[src/rtl/cond_flag_unit.sv]
// rtl/cond_flag_unit.sv - NZCV flag register, ARM condition evaluation and write-enable gating
module cond_flag_unit #(
   parameter logic [3:0] RESET_FLAGS = 4'b0000
) (
   input  logic       clk,
   input  logic       reset,
   input  logic       valid_i,
   input  logic       stall_i,
   input  logic [3:0] cond_i,
   input  logic [1:0] flag_write_i,
   input  logic [3:0] alu_flags_i,
   input  logic       pc_src_i,
   input  logic       reg_write_i,
   input  logic       mem_write_i,
   output logic       cond_ex_o,
   output logic       pc_src_o,
   output logic       reg_write_o,
   output logic       mem_write_o,
   output logic [3:0] flags_o
);

   logic [3:0] flags_q;
   logic [3:0] flags_d;
   logic       cond_pass;
   logic       flag_n;
   logic       flag_z;
   logic       flag_c;
   logic       flag_v;
   logic       update_en;

   assign flag_n = flags_q[3];
   assign flag_z = flags_q[2];
   assign flag_c = flags_q[1];
   assign flag_v = flags_q[0];

   // Evaluate the condition field against the flags as they stood before this instruction
   always_comb begin
      cond_pass = 1'b0;
      case (cond_i)
         4'h0:    cond_pass = flag_z;
         4'h1:    cond_pass = ~flag_z;
         4'h2:    cond_pass = flag_c;
         4'h3:    cond_pass = ~flag_c;
         4'h4:    cond_pass = flag_n;
         4'h5:    cond_pass = ~flag_n;
         4'h6:    cond_pass = flag_v;
         4'h7:    cond_pass = ~flag_v;
         4'h8:    cond_pass = flag_c & ~flag_z;
         4'h9:    cond_pass = ~flag_c | flag_z;
         4'hA:    cond_pass = (flag_n == flag_v);
         4'hB:    cond_pass = (flag_n != flag_v);
         4'hC:    cond_pass = ~flag_z & (flag_n == flag_v);
         4'hD:    cond_pass = flag_z | (flag_n != flag_v);
         4'hE:    cond_pass = 1'b1;
         default: cond_pass = 1'b0;
      endcase
   end

   // Enables are qualified by the condition; reset and bubbles suppress everything
   assign cond_ex_o   = cond_pass & valid_i & ~reset;
   assign pc_src_o    = pc_src_i & cond_ex_o;
   assign reg_write_o = reg_write_i & cond_ex_o;
   assign mem_write_o = mem_write_i & cond_ex_o;

   assign update_en = valid_i & cond_ex_o & ~stall_i;

   // Next flag value: NZ and CV groups update independently, otherwise hold
   always_comb begin
      flags_d = flags_q;
      if (update_en && flag_write_i[1]) begin
         flags_d[3:2] = alu_flags_i[3:2];
      end
      if (update_en && flag_write_i[0]) begin
         flags_d[1:0] = alu_flags_i[1:0];
      end
   end

   // Flag register; reset takes priority over any pending update
   always_ff @(posedge clk) begin
      if (reset) begin
         flags_q <= RESET_FLAGS;
      end else begin
         flags_q <= flags_d;
      end
   end

   assign flags_o = flags_q;

endmodule
[config.mk]
export PLATFORM = sky130hd
export DESIGN_NAME = cond_flag_unit
export DESIGN_NICKNAME = d
export VERILOG_FILES = /design/src/rtl/cond_flag_unit.sv
export SDC_FILE = /design/constraint.sdc
export NUM_CORES = 1
export LEC_CHECK = 0
export BUFFER_PORTS_ARGS = -buffer_cell sky130_fd_sc_hd__buf_2
export CORE_AREA = 3 3 40 42
export DETAILED_ROUTE_END_ITERATION = 16
export DIE_AREA = 0 0 43 45
export PLACE_DENSITY = 0.69
export SLEW_MARGIN = 20
export SYNTH_ARGS = -nofsm -noshare
export SYNTH_HDL_FRONTEND = slang
export SYNTH_SLANG_ARGS = --single-unit
[constraint.sdc]
create_clock -name clk -period 1.9 [get_ports clk]
set_clock_uncertainty 0.15 [all_clocks]
set_input_delay 0.38 -clock clk [delete_from_list [all_inputs] [get_ports clk]]
set_output_delay 0.38 -clock clk [all_outputs]
set_load 0.02 [all_outputs]
==> results of run 1 <==
==> timing repair <==
| action | 4_1_cts | 5_1_grt |
|---|---|---|
| pin swaps | 7 | 0 |
| resized for setup | 10 | 3 |
| setup endpoints to repair | 6 | 8 |
| buffers inserted | 1 | 1 |
==> layout make-up <==
cell class | count | area [um2]
multi-input combinational | 49 | 430
inverter | 2 | 7.51
fill | 113 | 447
timing repair buffer | 41 | 274
sequential | 4 | 85.1
tap | 15 | 18.8
clock buffer | 3 | 22.5
==> metal layers <==
metal	vias up	share of wire (%)	wire [um]	GRT usage, %
li1	297	-	-	-
met1	266	40	569	18.6
met2	15	54	778	27.2
met3	2	4.7	68	0.797
met4	0	1.2	17	9.04
met5	-	0	0	0
==> placed cells by master (no fill, tap or decap), types with 2 or more instances in the layout <==
cell,instances
o21ai_1,2
clkbuf_4,3
nor2_1,3
and2_4,3
nor3b_1,2
inv_1,2
and4bb_2,2
buf_6,5
dfxtp_1,2
nand2b_1,7
mux2i_1,5
or2b_1,2
buf_4,15
nand3b_1,3
buf_2,21
==> power breakdown <==
| part | switching, uW | internal [uW] | total [uW] |
|---|---|---|---|
| sequential | 1.93 | 84.7 | 86.7 |
| combinational | 54.0 | 66.4 | 120 |
| clock | 35.5 | 70.7 | 106 |
==> how the worst min path moves through the flow <==
stage,startpoint,slack (ns),end,cells past startpoint
6_report,alu_flags_i[3],0.25,flags_o[3],3
3_3_place_gp,flags_o[3],0.48,flags_o[3],3
5_1_grt,alu_flags_i[3],0.25,flags_o[3],3
3_5_place_dp,flags_o[3],0.47,flags_o[3],3
4_1_cts,alu_flags_i[3],0.24,flags_o[3],3
2_1_floorplan,alu_flags_i[0],0.38,flags_o[0],2
==> metrics by stage <==
stage | utilization, % | power (uW)
floorplan | - | 151
global placement | 58.1 | 191
detailed placement | 58.1 | 193
CTS | 63.9 | 313
global route | 65.2 | 329
finish | 65.2 | 313
==> worst reg2reg max path, stage by stage (launching register included) <==
cell and delay [ns]:
dfxtp_2 0.33, xnor2_2 0.17, mux2_4 0.33, a32oi_4 0.22
buf_4 0.15, buf_4 0.11, a31oi_1 0.08, buf_4 0.15
mux2i_1 0.11
==> cells by family after synthesis <==
group,after synthesis
buffers and inverters,5
multiplexers,6
flip-flops,4
XOR/XNOR,1
AO/OA/AOI/OAI,13
AND/OR/NAND/NOR,29
==> results.py, run 1 <==
metrics = {
    "run_status": {
        "status": "finished with violations",
        "violations": "negative setup slack",
    },
    "global_route": {
        "grt_pass1_wl_um": 2290,
        "grt_pass1_vias": 567,
        "grt_usage_pct": 15.4,
        "grt_start_max_net_pins": 12,
        "grt_overflow_total": 0,
        "grt_antenna_before_repair": 0,
    },
    "sta": {
        "period_share_pct": 119,
        "fin_tns_setup_ns": -1.32,
        "tightest_slew_ns": 0.278,
        "slew_violations": 0,
        "slew_headroom_pct": 81.3,
        "timing.fmax_mhz": 443,
        "hold_violations": 0,
        "setup_slack_ns": -0.357,
        "layout_min_cycle_time_ns": 2.26,
        "rsz0062_at_grt": "true",
        "whs_ns": 0.248,
        "finalSetupViolations": 6,
    },
    "logic_synthesis": {
        "yosys.area.top_type_share_pct": 16.6,
        "ys_seq_elements": 4,
        "yosys_warnings": 0,
        "synth_edf_count": 0,
        "synthDistinctLibCells": 31,
        "synth_compound_area_share_pct": 20.5,
        "syn_nets": 75,
        "synth_xor_area_share_pct": 1.82,
        "synth_fa_ha_area_share_pct": 0,
        "ys_top_cells_by_count": "nand2b_1, mux2i_1, dfxtp_1",
        "yosys.area_share.simple_pct": 42.3,
        "syn_inst": 58,
        "synth_area_leaders": "dfxtp_1, mux2i_1, nand2b_1, and4bb_2, nand3b_1",
        "ys_seq_area_share_pct": 16.6,
        "synth_ff_type": "dfxtp_1",
        "synth.most_common_cell": "nand2b_1",
        "synth_top_family_by_area": "simple AND/OR/NAND/NOR gates",
        "muxShareOfSynthArea_pct": 13.5,
        "synthArstFlopShare_pct": 0,
        "netlist_area_um2": 482,
        "avgSynthCellArea_um2": 8.31,
        "synth_area_leader_cell": "dfxtp_1",
    },
    "critical_path": {
        "arrival_ns": 1.73,
        "crit_chain": "buf_6 > o21a_1 > o31ai_1 > a32o_2 > a31oi_4 > and2_4 > buf_6",
        "r2r_start": "flags_o[3]",
        "worstRegToRegCells": 8,
        "crit_buf_inv": 2,
        "endpoint_kind": "output port",
        "worst_r2r_endpoint": "flags_o[1]",
        "startpoint": "flags_o[0]",
        "rrSetupSlack_ns": -0.02,
        "path_common_cell": "buf_6",
        "cpMaxStageDelayCell": "dfxtp_4",
        "crit_end": "mem_write_o",
        "start_kind": "register",
        "cp_top_family": "compound AO/OA/AOI/OAI gates",
        "worstPathMaxFanout": 5,
        "required_ns": 1.37,
        "crit_path_max_incr_delay_ns": 0.36,
        "worst-path-stages": 7,
        "critical_path_class": "reg2out",
    },
    "floorplanning": {
        "initial_utilization_pct": 37.5,
        "pin_count": 25,
        "fp.coreArea_um2": 1280,
        "die_x_um": 43,
        "fp-row-count": 13,
        "die-height_um": 45,
        "dieArea_um2": 1940,
    },
    "route": {
        "totalWireLength_um": 1430,
        "wl_per_cell_um": 12.6,
        "drc": 0,
        "drt_first_iter_violations": 11,
        "postRouteAntennaNets": 0,
        "vias": 580,
        "first_pass_iters": 4,
        "viasPerCell": 5.09,
    },
    "clock_tree": {
        "cts_made_buffers": 3,
        "cts_max_path_buffers": 2,
        "clock-sinks": 4,
        "clk_latency_ns": 0.24,
        "root_buffer": "clkbuf_4",
        "cts.htree.levels": 1,
        "clk_pin_slew_worst_paths_ns": 0.04,
        "cts_tree": "done",
        "hold_buffers": 0,
    },
    "placement": {
        "portBuffers": 24,
        "place_worst_setup_slack_ns": -0.317,
        "hpwl_um": 1080,
        "place_congestion": 0.768,
        "dp_cells": 109,
        "dpl_cell_area_um2": 747,
    },
    "power": {
        "p_leak_uw": 0.000378,
        "peakVddDrop_mv": 0.325,
        "power_density_nw_per_um2": 374,
    },
    "job": {
        "cap_viol_max_count": 0,
    },
    "cells_and_area": {
        "stdcell_count": 114,
        "largest_register_ffs": 4,
        "syn_to_final_growth_pct": 74.0,
        "drive_above_1_share_pct": 60.6,
        "diodes": 0,
        "fin_area_um2": 838,
        "fin_nets": 118,
    },
    "hold_path": {
        "hold_class": "in2reg",
    },
}
Note: power is estimated with default switching activity, not from simulation.
==> inputs of run 2 (changes only) <==
--- a/config.mk
+++ b/config.mk
@@ -10,6 +10,7 @@
 export DETAILED_ROUTE_END_ITERATION = 16
 export DIE_AREA = 0 0 43 45
 export PLACE_DENSITY = 0.69
+export SETUP_SLACK_MARGIN = 0.5
 export SLEW_MARGIN = 20
 export SYNTH_ARGS = -nofsm -noshare
 export SYNTH_HDL_FRONTEND = slang
==> run 2 against run 1 <==
Compared with the run above:
- the run still ends with negative setup slack left
- clock power shrank 5%
- flip-flop and latch count is the same
- worst setup slack lost 0.010 ns
- wire length grew 5.8%
- cell area grew 7.3%
- critical path depth shrank 1
- critical endpoint is now reg_write_o
==> results.py, run 2 (synthesis gave the netlist of run 1 again) <==
metrics = {
    "global_route": {
        "grt_pass1_vias": 546,
        "grt_antenna_before_repair": 0,
        "grt_overflow_total": 0,
        "grt_usage_pct": 15.5,
        "grt_pass1_wl_um": 2320,
        "grt_start_max_net_pins": 13,
    },
    "critical_path": {
        "start_kind": "register",
        "critical_path_class": "reg2out",
        "arrival_ns": 1.74,
        "endpoint_kind": "output port",
        "required_ns": 1.37,
        "rrSetupSlack_ns": -0.05,
        "worstPathMaxFanout": 4,
    },
    "floorplanning": {
        "die-height_um": 45,
        "dieArea_um2": 1940,
        "pin_count": 25,
        "initial_utilization_pct": 37.5,
        "fp.coreArea_um2": 1280,
        "die_x_um": 43,
        "fp-row-count": 13,
    },
    "route": {
        "viasPerCell": 5.22,
        "postRouteAntennaNets": 0,
        "wl_per_cell_um": 13.4,
        "totalWireLength_um": 1520,
        "first_pass_iters": 4,
        "drt_first_iter_violations": 5,
        "drc": 0,
        "vias": 590,
    },
    "run_status": {
        "status": "finished with violations",
        "violations": "negative setup slack",
    },
    "sta": {
        "finalSetupViolations": 6,
        "rsz0062_at_grt": "true",
        "slew_violations": 0,
        "timing.fmax_mhz": 441,
        "setup_slack_ns": -0.367,
        "period_share_pct": 119,
        "tightest_slew_ns": 0.417,
        "hold_violations": 0,
        "fin_tns_setup_ns": -1.39,
        "slew_headroom_pct": 71.9,
        "layout_min_cycle_time_ns": 2.27,
    },
    "power": {
        "p_leak_uw": 0.000382,
        "power_density_nw_per_um2": 352,
        "peakVddDrop_mv": 0.381,
        "power_uw": 317,
    },
    "clock_tree": {
        "clock-sinks": 4,
        "root_buffer": "clkbuf_4",
        "cts_tree": "done",
        "cts_made_buffers": 3,
        "clk_pin_slew_worst_paths_ns": 0.04,
        "cts.htree.levels": 1,
        "clk_latency_ns": 0.23,
        "cts_max_path_buffers": 2,
    },
    "cells_and_area": {
        "diodes": 0,
        "fin_nets": 117,
        "largest_register_ffs": 4,
        "final_common_cell": "buf_2",
        "syn_to_final_growth_pct": 86.8,
        "mostFrequentLayoutCells": "buf_2, buf_4, buf_6",
        "fin_area_um2": 900,
        "drive_above_1_share_pct": 64.3,
    },
    "placement": {
        "portBuffers": 24,
        "hpwl_um": 1090,
        "dpl_cell_area_um2": 756,
        "place_congestion": 0.730,
    },
    "hold_path": {
        "hold_class": "in2reg",
    },
    "job": {
        "cap_viol_max_count": 0,
    },
}
-- run 2: cell types whose count changed in the layout (fill, tap and decap cells not counted), sizes merged --
cell	change
buf	-1
-- run 2: what timing repair did --
item                                   4_1_cts  5_1_grt
endpoints found under the hold margin        0        0
pin swaps                                    5        1
resized for setup                           16        9
setup buffers                                1        1
hold buffers                                 0        0
setup endpoints to repair                   10       10
-- run 2: where the power goes --
part	switching, uW	internal [uW]
Clock	30.4	70.4
Sequential	2.35	82.4
Combinational	59.6	72.0
-- run 2: area by class of cell --
cell class	instances	area [um2]
Multi-Input combinational cell	49	470
Fill cell	104	385
Timing Repair Buffer	40	289
Sequential cell	4	91.3
Clock buffer	3	22.5
Tap cell	15	18.8
Inverter	2	7.51
-- run 2: worst paths after layout --
kind                  startpoint     endpoint  cells past startpoint
hold / removal    alu_flags_i[2]   flags_o[2]                      3
setup reg to reg      flags_o[0]   flags_o[0]                      9
setup / recovery      flags_o[3]  reg_write_o                      6
hold reg to reg       flags_o[0]   flags_o[0]                      2
-- run 2: through the flow --
step | worst slack [ns] | util (%) | hold WS, ns | instances
2_1_floorplan | -0.232 | - | 0.374 | 58
3_5_place_dp | -0.326 | 58.8 | 0.456 | 108
4_1_cts | -0.376 | 65.9 | 0.245 | 112
6_report | -0.367 | 70.0 | 0.252 | 113
5_1_grt | -0.452 | 70.0 | 0.275 | 113
3_3_place_gp | -0.303 | 58.8 | 0.451 | 108
-- run 2: layer usage --
layer | vias up | track usage [%] | wire length, um
met4 | 0 | 3.61 | 14
met3 | 2 | 2.39 | 70
met5 | - | 0 | 0
li1 | 301 | - | -
met2 | 19 | 27.2 | 816
met1 | 268 | 20.0 | 615
-- run 2: worst max-delay path: stages, from the launching register on --
cell	delay, ns
dfxtp_4	0.36
xnor2_2	0.18
mux2_4	0.33
a32oi_4	0.22
a31oi_4	0.12
and2_4	0.18
buf_6	0.12
